<file path="config.mk">
export PLATFORM = sky130hd
export DESIGN_NAME = mips_cpu_lsu_flat
export DESIGN_NICKNAME = d
export VERILOG_FILES = /design/src/rtl/mips_cpu_lsu_if.sv /design/src/rtl/mips_cpu_lsu.sv /design/src/flat_wrapper.sv
export SDC_FILE = /design/constraint.sdc
export NUM_CORES = 1
export LEC_CHECK = 0
export CORE_MARGIN = 8
export CORE_UTILIZATION = 43
export CTS_BUF_LIST = sky130_fd_sc_hd__clkbuf_8 sky130_fd_sc_hd__clkbuf_16
export DETAILED_ROUTE_END_ITERATION = 7
export PLACE_DENSITY = 0.81
export SLEW_MARGIN = 40
export SYNTH_ARGS = -nofsm -noshare
export SYNTH_HDL_FRONTEND = slang
export SYNTH_SLANG_ARGS = --single-unit
</file>
<file path="constraint.sdc">
create_clock -name clk -period 2.05 [get_ports clk]
set_clock_uncertainty 0.05 [all_clocks]
set_input_delay 0.205 -clock clk [delete_from_list [all_inputs] [get_ports clk]]
set_output_delay 0.205 -clock clk [all_outputs]
set_load 0.02 [all_outputs]
</file>
<file path="src/rtl/mips_cpu_lsu_if.sv">
// Core-side request/response and Avalon-MM data bus signals of the load/store unit.
interface mips_cpu_lsu_if #(
  parameter int unsigned ADDR_W = 24
);
  // Core request / response
  logic              req_valid;
  logic              req_ready;
  logic              req_we;
  logic [1:0]        req_size;
  logic              req_signed;
  logic [31:0]       req_addr;
  logic [31:0]       req_wdata;
  logic              resp_valid;
  logic [31:0]       resp_rdata;
  logic              resp_err;
  // Avalon-MM data bus
  logic [ADDR_W-1:0] address;
  logic              read;
  logic              write;
  logic [3:0]        byteenable;
  logic [31:0]       writedata;
  logic              waitrequest;
  logic [31:0]       readdata;

  // Seen from the load/store unit
  modport slave (
    input  req_valid, req_we, req_size, req_signed, req_addr, req_wdata,
    input  waitrequest, readdata,
    output req_ready, resp_valid, resp_rdata, resp_err,
    output address, read, write, byteenable, writedata
  );

  // Seen from the core and memory around the unit
  modport master (
    output req_valid, req_we, req_size, req_signed, req_addr, req_wdata,
    output waitrequest, readdata,
    input  req_ready, resp_valid, resp_rdata, resp_err,
    input  address, read, write, byteenable, writedata
  );
endinterface

</file>
<file path="src/rtl/mips_cpu_lsu.sv">
// Load/store unit: one core access -> one word-aligned Avalon-MM transaction.
module mips_cpu_lsu #(
  parameter int unsigned ADDR_W = 24
) (
  input logic            clk,
  input logic            reset_n,
  mips_cpu_lsu_if.slave  bus
);

  typedef enum logic [1:0] {StIdle, StRd, StWr, StRlat} state_e;

  state_e            state_q, state_d;
  logic              init_q;
  logic              read_q, read_d;
  logic              write_q, write_d;
  logic [ADDR_W-1:0] address_q, address_d;
  logic [3:0]        be_q, be_d;
  logic [31:0]       wd_q, wd_d;
  logic [1:0]        off_q, off_d;
  logic [1:0]        size_q, size_d;
  logic              sgn_q, sgn_d;
  logic              resp_valid_q, resp_valid_d;
  logic [31:0]       resp_rdata_q, resp_rdata_d;
  logic              resp_err_q, resp_err_d;

  logic              req_ready;
  logic              misalign;
  logic [3:0]        be_gen;
  logic [31:0]       wd_gen;
  logic [31:0]       shifted;
  logic [31:0]       load_ext;
  logic              unused_addr;

  // Bits above the bus address width are ignored.
  assign unused_addr = ^bus.req_addr[31:ADDR_W];

  // Ready only in IDLE, and only once the first clock after reset has passed.
  assign req_ready = init_q && (state_q == StIdle);

  // Alignment check, lane enables and replicated write data for the incoming request.
  always_comb begin
    misalign = 1'b0;
    be_gen   = 4'b1111;
    wd_gen   = bus.req_wdata;
    unique case (bus.req_size)
      2'd0: begin
        be_gen = 4'b0001 << bus.req_addr[1:0];
        wd_gen = {4{bus.req_wdata[7:0]}};
      end
      2'd1: begin
        misalign = bus.req_addr[0];
        be_gen   = bus.req_addr[1] ? 4'b1100 : 4'b0011;
        wd_gen   = {2{bus.req_wdata[15:0]}};
      end
      default: begin
        // Size 3 behaves as a word access.
        misalign = |bus.req_addr[1:0];
      end
    endcase
  end

  // Shift the lane-positioned read word down and extend it to 32 bits.
  always_comb begin
    shifted = bus.readdata >> {off_q, 3'b000};
    unique case (size_q)
      2'd0:    load_ext = sgn_q ? {{24{shifted[7]}}, shifted[7:0]}
                                : {24'h0, shifted[7:0]};
      2'd1:    load_ext = sgn_q ? {{16{shifted[15]}}, shifted[15:0]}
                                : {16'h0, shifted[15:0]};
      default: load_ext = shifted;
    endcase
  end

  // Next-state and registered-output logic.
  always_comb begin
    state_d      = state_q;
    read_d       = read_q;
    write_d      = write_q;
    address_d    = address_q;
    be_d         = be_q;
    wd_d         = wd_q;
    off_d        = off_q;
    size_d       = size_q;
    sgn_d        = sgn_q;
    resp_valid_d = 1'b0;
    resp_rdata_d = resp_rdata_q;
    resp_err_d   = resp_err_q;
    unique case (state_q)
      StIdle: begin
        if (bus.req_valid && req_ready) begin
          if (misalign) begin
            resp_valid_d = 1'b1;
            resp_err_d   = 1'b1;
            resp_rdata_d = 32'h0;
          end else begin
            address_d = {bus.req_addr[ADDR_W-1:2], 2'b00};
            be_d      = be_gen;
            wd_d      = wd_gen;
            off_d     = bus.req_addr[1:0];
            size_d    = bus.req_size;
            sgn_d     = bus.req_signed;
            if (bus.req_we) begin
              write_d = 1'b1;
              state_d = StWr;
            end else begin
              read_d  = 1'b1;
              state_d = StRd;
            end
          end
        end
      end
      StRd: begin
        if (!bus.waitrequest) begin
          read_d  = 1'b0;
          state_d = StRlat;
        end
      end
      StWr: begin
        if (!bus.waitrequest) begin
          write_d      = 1'b0;
          state_d      = StIdle;
          resp_valid_d = 1'b1;
          resp_err_d   = 1'b0;
          resp_rdata_d = 32'h0;
        end
      end
      StRlat: begin
        // readdata is valid this cycle.
        state_d      = StIdle;
        resp_valid_d = 1'b1;
        resp_err_d   = 1'b0;
        resp_rdata_d = load_ext;
      end
      default: state_d = StIdle;
    endcase
  end

  // State and output registers; reset abandons any transaction in flight.
  always_ff @(posedge clk or negedge reset_n) begin
    if (!reset_n) begin
      state_q      <= StIdle;
      init_q       <= 1'b0;
      read_q       <= 1'b0;
      write_q      <= 1'b0;
      address_q    <= '0;
      be_q         <= 4'h0;
      wd_q         <= 32'h0;
      off_q        <= 2'd0;
      size_q       <= 2'd0;
      sgn_q        <= 1'b0;
      resp_valid_q <= 1'b0;
      resp_rdata_q <= 32'h0;
      resp_err_q   <= 1'b0;
    end else begin
      state_q      <= state_d;
      init_q       <= 1'b1;
      read_q       <= read_d;
      write_q      <= write_d;
      address_q    <= address_d;
      be_q         <= be_d;
      wd_q         <= wd_d;
      off_q        <= off_d;
      size_q       <= size_d;
      sgn_q        <= sgn_d;
      resp_valid_q <= resp_valid_d;
      resp_rdata_q <= resp_rdata_d;
      resp_err_q   <= resp_err_d;
    end
  end

  assign bus.req_ready  = req_ready;
  assign bus.read       = read_q;
  assign bus.write      = write_q;
  assign bus.address    = address_q;
  assign bus.byteenable = be_q;
  assign bus.writedata  = wd_q;
  assign bus.resp_valid = resp_valid_q;
  assign bus.resp_rdata = resp_rdata_q;
  assign bus.resp_err   = resp_err_q;

endmodule

</file>
<file path="src/flat_wrapper.sv">
// flat-port wrapper written by rule: the top's interface ports become plain ports
module mips_cpu_lsu_flat 
#(
  parameter int unsigned ADDR_W = 24
)
  (clk, reset_n, bus_req_valid, bus_req_we, bus_req_size, bus_req_signed, bus_req_addr, bus_req_wdata, bus_waitrequest, bus_readdata, bus_req_ready, bus_resp_valid, bus_resp_rdata, bus_resp_err, bus_address, bus_read, bus_write, bus_byteenable, bus_writedata);
  mips_cpu_lsu_if #(.ADDR_W(ADDR_W)) bus_i ();
  input logic clk;
  input logic reset_n;
  input wire logic [$bits(bus_i.req_valid)-1:0] bus_req_valid;
  input wire logic [$bits(bus_i.req_we)-1:0] bus_req_we;
  input wire logic [$bits(bus_i.req_size)-1:0] bus_req_size;
  input wire logic [$bits(bus_i.req_signed)-1:0] bus_req_signed;
  input wire logic [$bits(bus_i.req_addr)-1:0] bus_req_addr;
  input wire logic [$bits(bus_i.req_wdata)-1:0] bus_req_wdata;
  input wire logic [$bits(bus_i.waitrequest)-1:0] bus_waitrequest;
  input wire logic [$bits(bus_i.readdata)-1:0] bus_readdata;
  output wire logic [$bits(bus_i.req_ready)-1:0] bus_req_ready;
  output wire logic [$bits(bus_i.resp_valid)-1:0] bus_resp_valid;
  output wire logic [$bits(bus_i.resp_rdata)-1:0] bus_resp_rdata;
  output wire logic [$bits(bus_i.resp_err)-1:0] bus_resp_err;
  output wire logic [$bits(bus_i.address)-1:0] bus_address;
  output wire logic [$bits(bus_i.read)-1:0] bus_read;
  output wire logic [$bits(bus_i.write)-1:0] bus_write;
  output wire logic [$bits(bus_i.byteenable)-1:0] bus_byteenable;
  output wire logic [$bits(bus_i.writedata)-1:0] bus_writedata;
  assign bus_i.req_valid = bus_req_valid;
  assign bus_i.req_we = bus_req_we;
  assign bus_i.req_size = bus_req_size;
  assign bus_i.req_signed = bus_req_signed;
  assign bus_i.req_addr = bus_req_addr;
  assign bus_i.req_wdata = bus_req_wdata;
  assign bus_i.waitrequest = bus_waitrequest;
  assign bus_i.readdata = bus_readdata;
  assign bus_req_ready = bus_i.req_ready;
  assign bus_resp_valid = bus_i.resp_valid;
  assign bus_resp_rdata = bus_i.resp_rdata;
  assign bus_resp_err = bus_i.resp_err;
  assign bus_address = bus_i.address;
  assign bus_read = bus_i.read;
  assign bus_write = bus_i.write;
  assign bus_byteenable = bus_i.byteenable;
  assign bus_writedata = bus_i.writedata;
  mips_cpu_lsu #(.ADDR_W(ADDR_W)) u_core (.clk(clk), .reset_n(reset_n), .bus(bus_i));
endmodule
</file>
==> results.rst <==
.. list-table::
   :header-rows: 1

   * - Metric
     - Value
   * - Multi-input combinational cell area
     - 2048 um^2
   * - Remaining Overflow, GRT
     - 0
   * - Library cells used by synthesis
     - 37
   * - Crit path kind
     - reg -> reg
   * - Final RePlAce weighted congestion
     - ~0.8
   * - Die width
     - around 120 um
   * - First-pass detailed-route iteration total
     - 4
   * - Via density per instance
     - around 5.3
   * - Register bit count reported by yosys
     - 102
   * - Net count of the finished layout
     - just over 700
   * - Routing usage on met3
     - about an eighth
   * - Power, Total
     - 9.454 mW
   * - Total instance count after detailed placement
     - around 740
   * - Skew-Pair Late Insertion Delay
     - 0.36 ns
   * - Kind of end point of the critical path
     - flip-flop
   * - Post-synthesis mux area share
     - 17.41%
   * - Main combinational cell family by area after synthesis
     - multiplexers
   * - Number of diodes
     - 0
   * - Fraction of the yosys area taken by sequential cells
     - a little over half
   * - Basic-gate share of the synthesized area counting and, or, nand and nor cells
     - about a tenth
   * - Total via count in the routed design
     - about 4,000
   * - GRT met1 Usage
     - between 20% and 30%
   * - Peak-usage layer in the global routing report
     - met2
   * - Final Setup Violations
     - 0
   * - I/O pin cnt
     - ~200
   * - Met2 usage
     - around 33%
   * - Reg2reg path depth
     - 5
   * - Rel. slew slack
     - 57.79%
   * - Total core area
     - 10,840 um^2
   * - Period Utilization, post-route
     - between 90% and 100%
   * - Unrepaired setup endpoints after global routing
     - no
   * - Max capacitance violation total
     - 0
   * - Effective utilization at floorplan
     - between 40% and 50%
   * - Setup tns final
     - 0 ns
   * - Final Hold Violating Endpoints
     - 0
   * - Fraction of registers with async set or reset after synthesis
     - 100.0%
   * - P_leak
     - 3.162 nW
   * - Antenna violations before repair
     - 0
   * - Count of input and output buffers
     - 190
   * - Required time of the worst setup path
     - ~2.2 ns
   * - Total global routing track utilization
     - around a fifth
   * - Worst Hold Class
     - in -> async
   * - Final standard cell utilization of the core
     - 65.66%
   * - Total count of max-transition violations in the final report
     - 0
   * - Cell count after synthesis
     - ~410
   * - Wire length of the first global-routing pass
     - between 20,000 and 25,000 um
   * - Register cell area after layout
     - about 2600 um^2
   * - Power per unit of standard cell area
     - around 1300 nW/um^2
   * - Filler instances
     - between 800 and 900
   * - Number of buffers created by CTS
     - 9
   * - Area Overhead vs Synth
     - 49.36%
   * - Post-placement worst setup slack
     - -0.09805 ns
   * - Post-Synth Adder-Cell Area
     - 0%
   * - Achievable clock frequency
     - 536.3 MHz
   * - Clock-pin transition on the worst setup and hold timing paths
     - 0.09 ns
   * - Die footprint
     - 14,710 um^2
   * - Routed Antenna Nets
     - 0
   * - Peak supply drop
     - 0.0008273 V
   * - Avg Inst Size Synth
     - between 10 and 15 um^2
   * - Total Wirelength
     - between 10,000 and 15,000 um
   * - Data arrival time of the critical path
     - about 2 ns
   * - Period minus WS final
     - roughly 1.9 ns
   * - Count of flip-flops with a built-in enable after synthesis
     - 0
   * - Most used flip-flop cell after synthesis
     - dfrtp_1
   * - Area of the mapped netlist
     - around 4800 um^2
   * - Routed WL per cell
     - approximately 19 um
   * - Max H-tree Level
     - 3
   * - Clk Tree Root Cell
     - clkbuf_8
   * - DR DRC count
     - 0
   * - Parity-gate share of the synthesized area counting xor and xnor cells
     - 0%
   * - Total number of placement rows
     - 38
   * - Warnings, synthesis
     - 0
   * - Compound-cell area share of the yosys netlist
     - approximately 15%
   * - Kind of start point of the critical path
     - flip-flop
   * - Clk sinks
     - 102
   * - Setup slack after layout
     - ~0.19 ns
   * - Max Fanout on Critical Path
     - 12
   * - Hpwl dp
     - around 11,000 um
   * - CTS tree
     - done
   * - Maximum number of pins on one net before global-route repair
     - 60
   * - Die Y
     - roughly 120 um
   * - DRC violation total after the first TritonRoute iteration
     - roughly 330
   * - Fraction of layout instances using a drive strength above 1
     - 14.47%
   * - Number of global-route vias before repair
     - around 4,400
   * - Result of the run
     - finished clean
   * - Transition at the pin with the smallest max-transition slack
     - 0.6331 ns
   * - Deepest clock path buffer count
     - 2
   * - Number of cells in the finished layout apart from fillers
     - about 760
==> area by class of cell <==
cell class / count / share of cell area, %
flip-flops and latches: 102 / 35.86
repair buffers: 218 / 30.18
multi-input cells: 276 / 28.77
well taps: 140 / 2.461
clock buffers: 9 / 1.740
clock inverters: 7 / 0.8262
inverters: 3 / 0.1582
==> cell usage in the layout (no fill, tap or decap), types with 3 or more instances in the layout <==
master           synthesis  routed
a211o_1                 15      15
a21oi_1                 20      20
a221o_1                  8       8
a32o_1                   7       7
buf_12                   0       3
buf_4                    6      25
clkbuf_8                 0       9
clkdlybuf4s50_1          0     188
conb_1                   2       3
dfrtp_1                102     102
inv_1                    3       6
mux2_2                  35      35
mux2i_1                 39      39
nand2_1                 37      37
nand3b_1                 9       9
nor2_1                  23      23
nor2b_1                  8       8
o21ai_0                 38      38
o2bb2ai_1                8       8
==> cells in the mapped netlist, types with 8 or more instances <==
cell type | count | area, um^2
dfrtp_1 | 102 | 2552
mux2i_1 | 39 | 390.4
o21ai_0 | 38 | 190.2
nand2_1 | 37 | 138.9
mux2_2 | 35 | 394.1
nor2_1 | 23 | 86.33
a21oi_1 | 20 | 100.1
a211o_1 | 15 | 131.4
buf_2 | 14 | 70.07
clkbuf_1 | 10 | 37.54
nand3b_1 | 9 | 67.56
a221o_1 | 8 | 80.08
nor2b_1 | 8 | 50.05
o2bb2ai_1 | 8 | 70.07
==> worst paths after layout <==
| check | from | endpoint | slack [ns] |
|---|---|---|---|
| max | u_core.off_q[1] | u_core.bus.resp_rdata[26] | 0.19 |
| min | reset_n | u_core.bus.resp_valid | 0.36 |
| max reg2reg | u_core.off_q[1] | u_core.bus.resp_rdata[26] | 0.19 |
| min reg2reg | u_core.bus.writedata[28] | u_core.bus.writedata[28] | 0.43 |
| max in group asynchronous | reset_n | u_core.bus.address[5] | 0.95 |
| min in group clk | bus_req_addr[2] | u_core.bus.address[2] | 0.40 |
==> stage by stage <==
stage	hold slack [ns]	instance area, um^2
after global placement	0.2080	6919
after global routing	0.3971	7118
after floorplan	-0.1406	4770
after detailed placement	0.2210	6919
after CTS	0.3662	7111
final	0.3570	7118
==> critical path, cell delays in order (launching register included) <==
cell,delay (ns)
dfrtp_1,0.47
mux4_2,0.54
nor2_2,0.14
nor4_4,0.08
buf_4,0.19
a221o_1,0.27
==> metal layers <==
layer  up-vias  routed length [um]
met5         -                   0
met2       177                7025
met4         0                 170
li1       1878                   -
met3        11                2123
met1      1920                5124
==> state kept, by name, summed over array words and instances (netlist names) <==
signal	flops
u_core.bus.resp_rdata	32
u_core.bus.writedata	32
u_core.bus.address	22
u_core.bus.byteenable	4
u_core.off_q	2
u_core.size_q	2
u_core.state_q	2
u_core.bus.read	1
u_core.bus.resp_err	1
u_core.bus.resp_valid	1
u_core.bus.write	1
u_core.init_q	1
u_core.sgn_q	1
==> report_power, final <==
group          internal (mW)  total (mW)  switching (mW)
clock                  0.548        1.20           0.651
combinational           2.44        4.89            2.45
sequential              2.84        3.37           0.532
==> kinds of logic (layout without fill, tap and decap cells) <==
kind of cell           Yosys count  in the layout
AO/OA/AOI/OAI                  105            105
other                            2              3
flip-flops                     102            102
multiplexers                    76             76
AND/OR/NAND/NOR                 92             92
buffers and inverters           35            237
==> repair_timing <==
| action | CTS | global route |
|---|---|---|
| endpoints found under the hold margin | 45 | 0 |
| setup endpoints to repair | 1 | 0 |
| resized for setup | 1 | 0 |
| setup buffers | 0 | 0 |
| hold buffers | 1 | 0 |
Note: power is estimated with default switching activity, not from simulation.
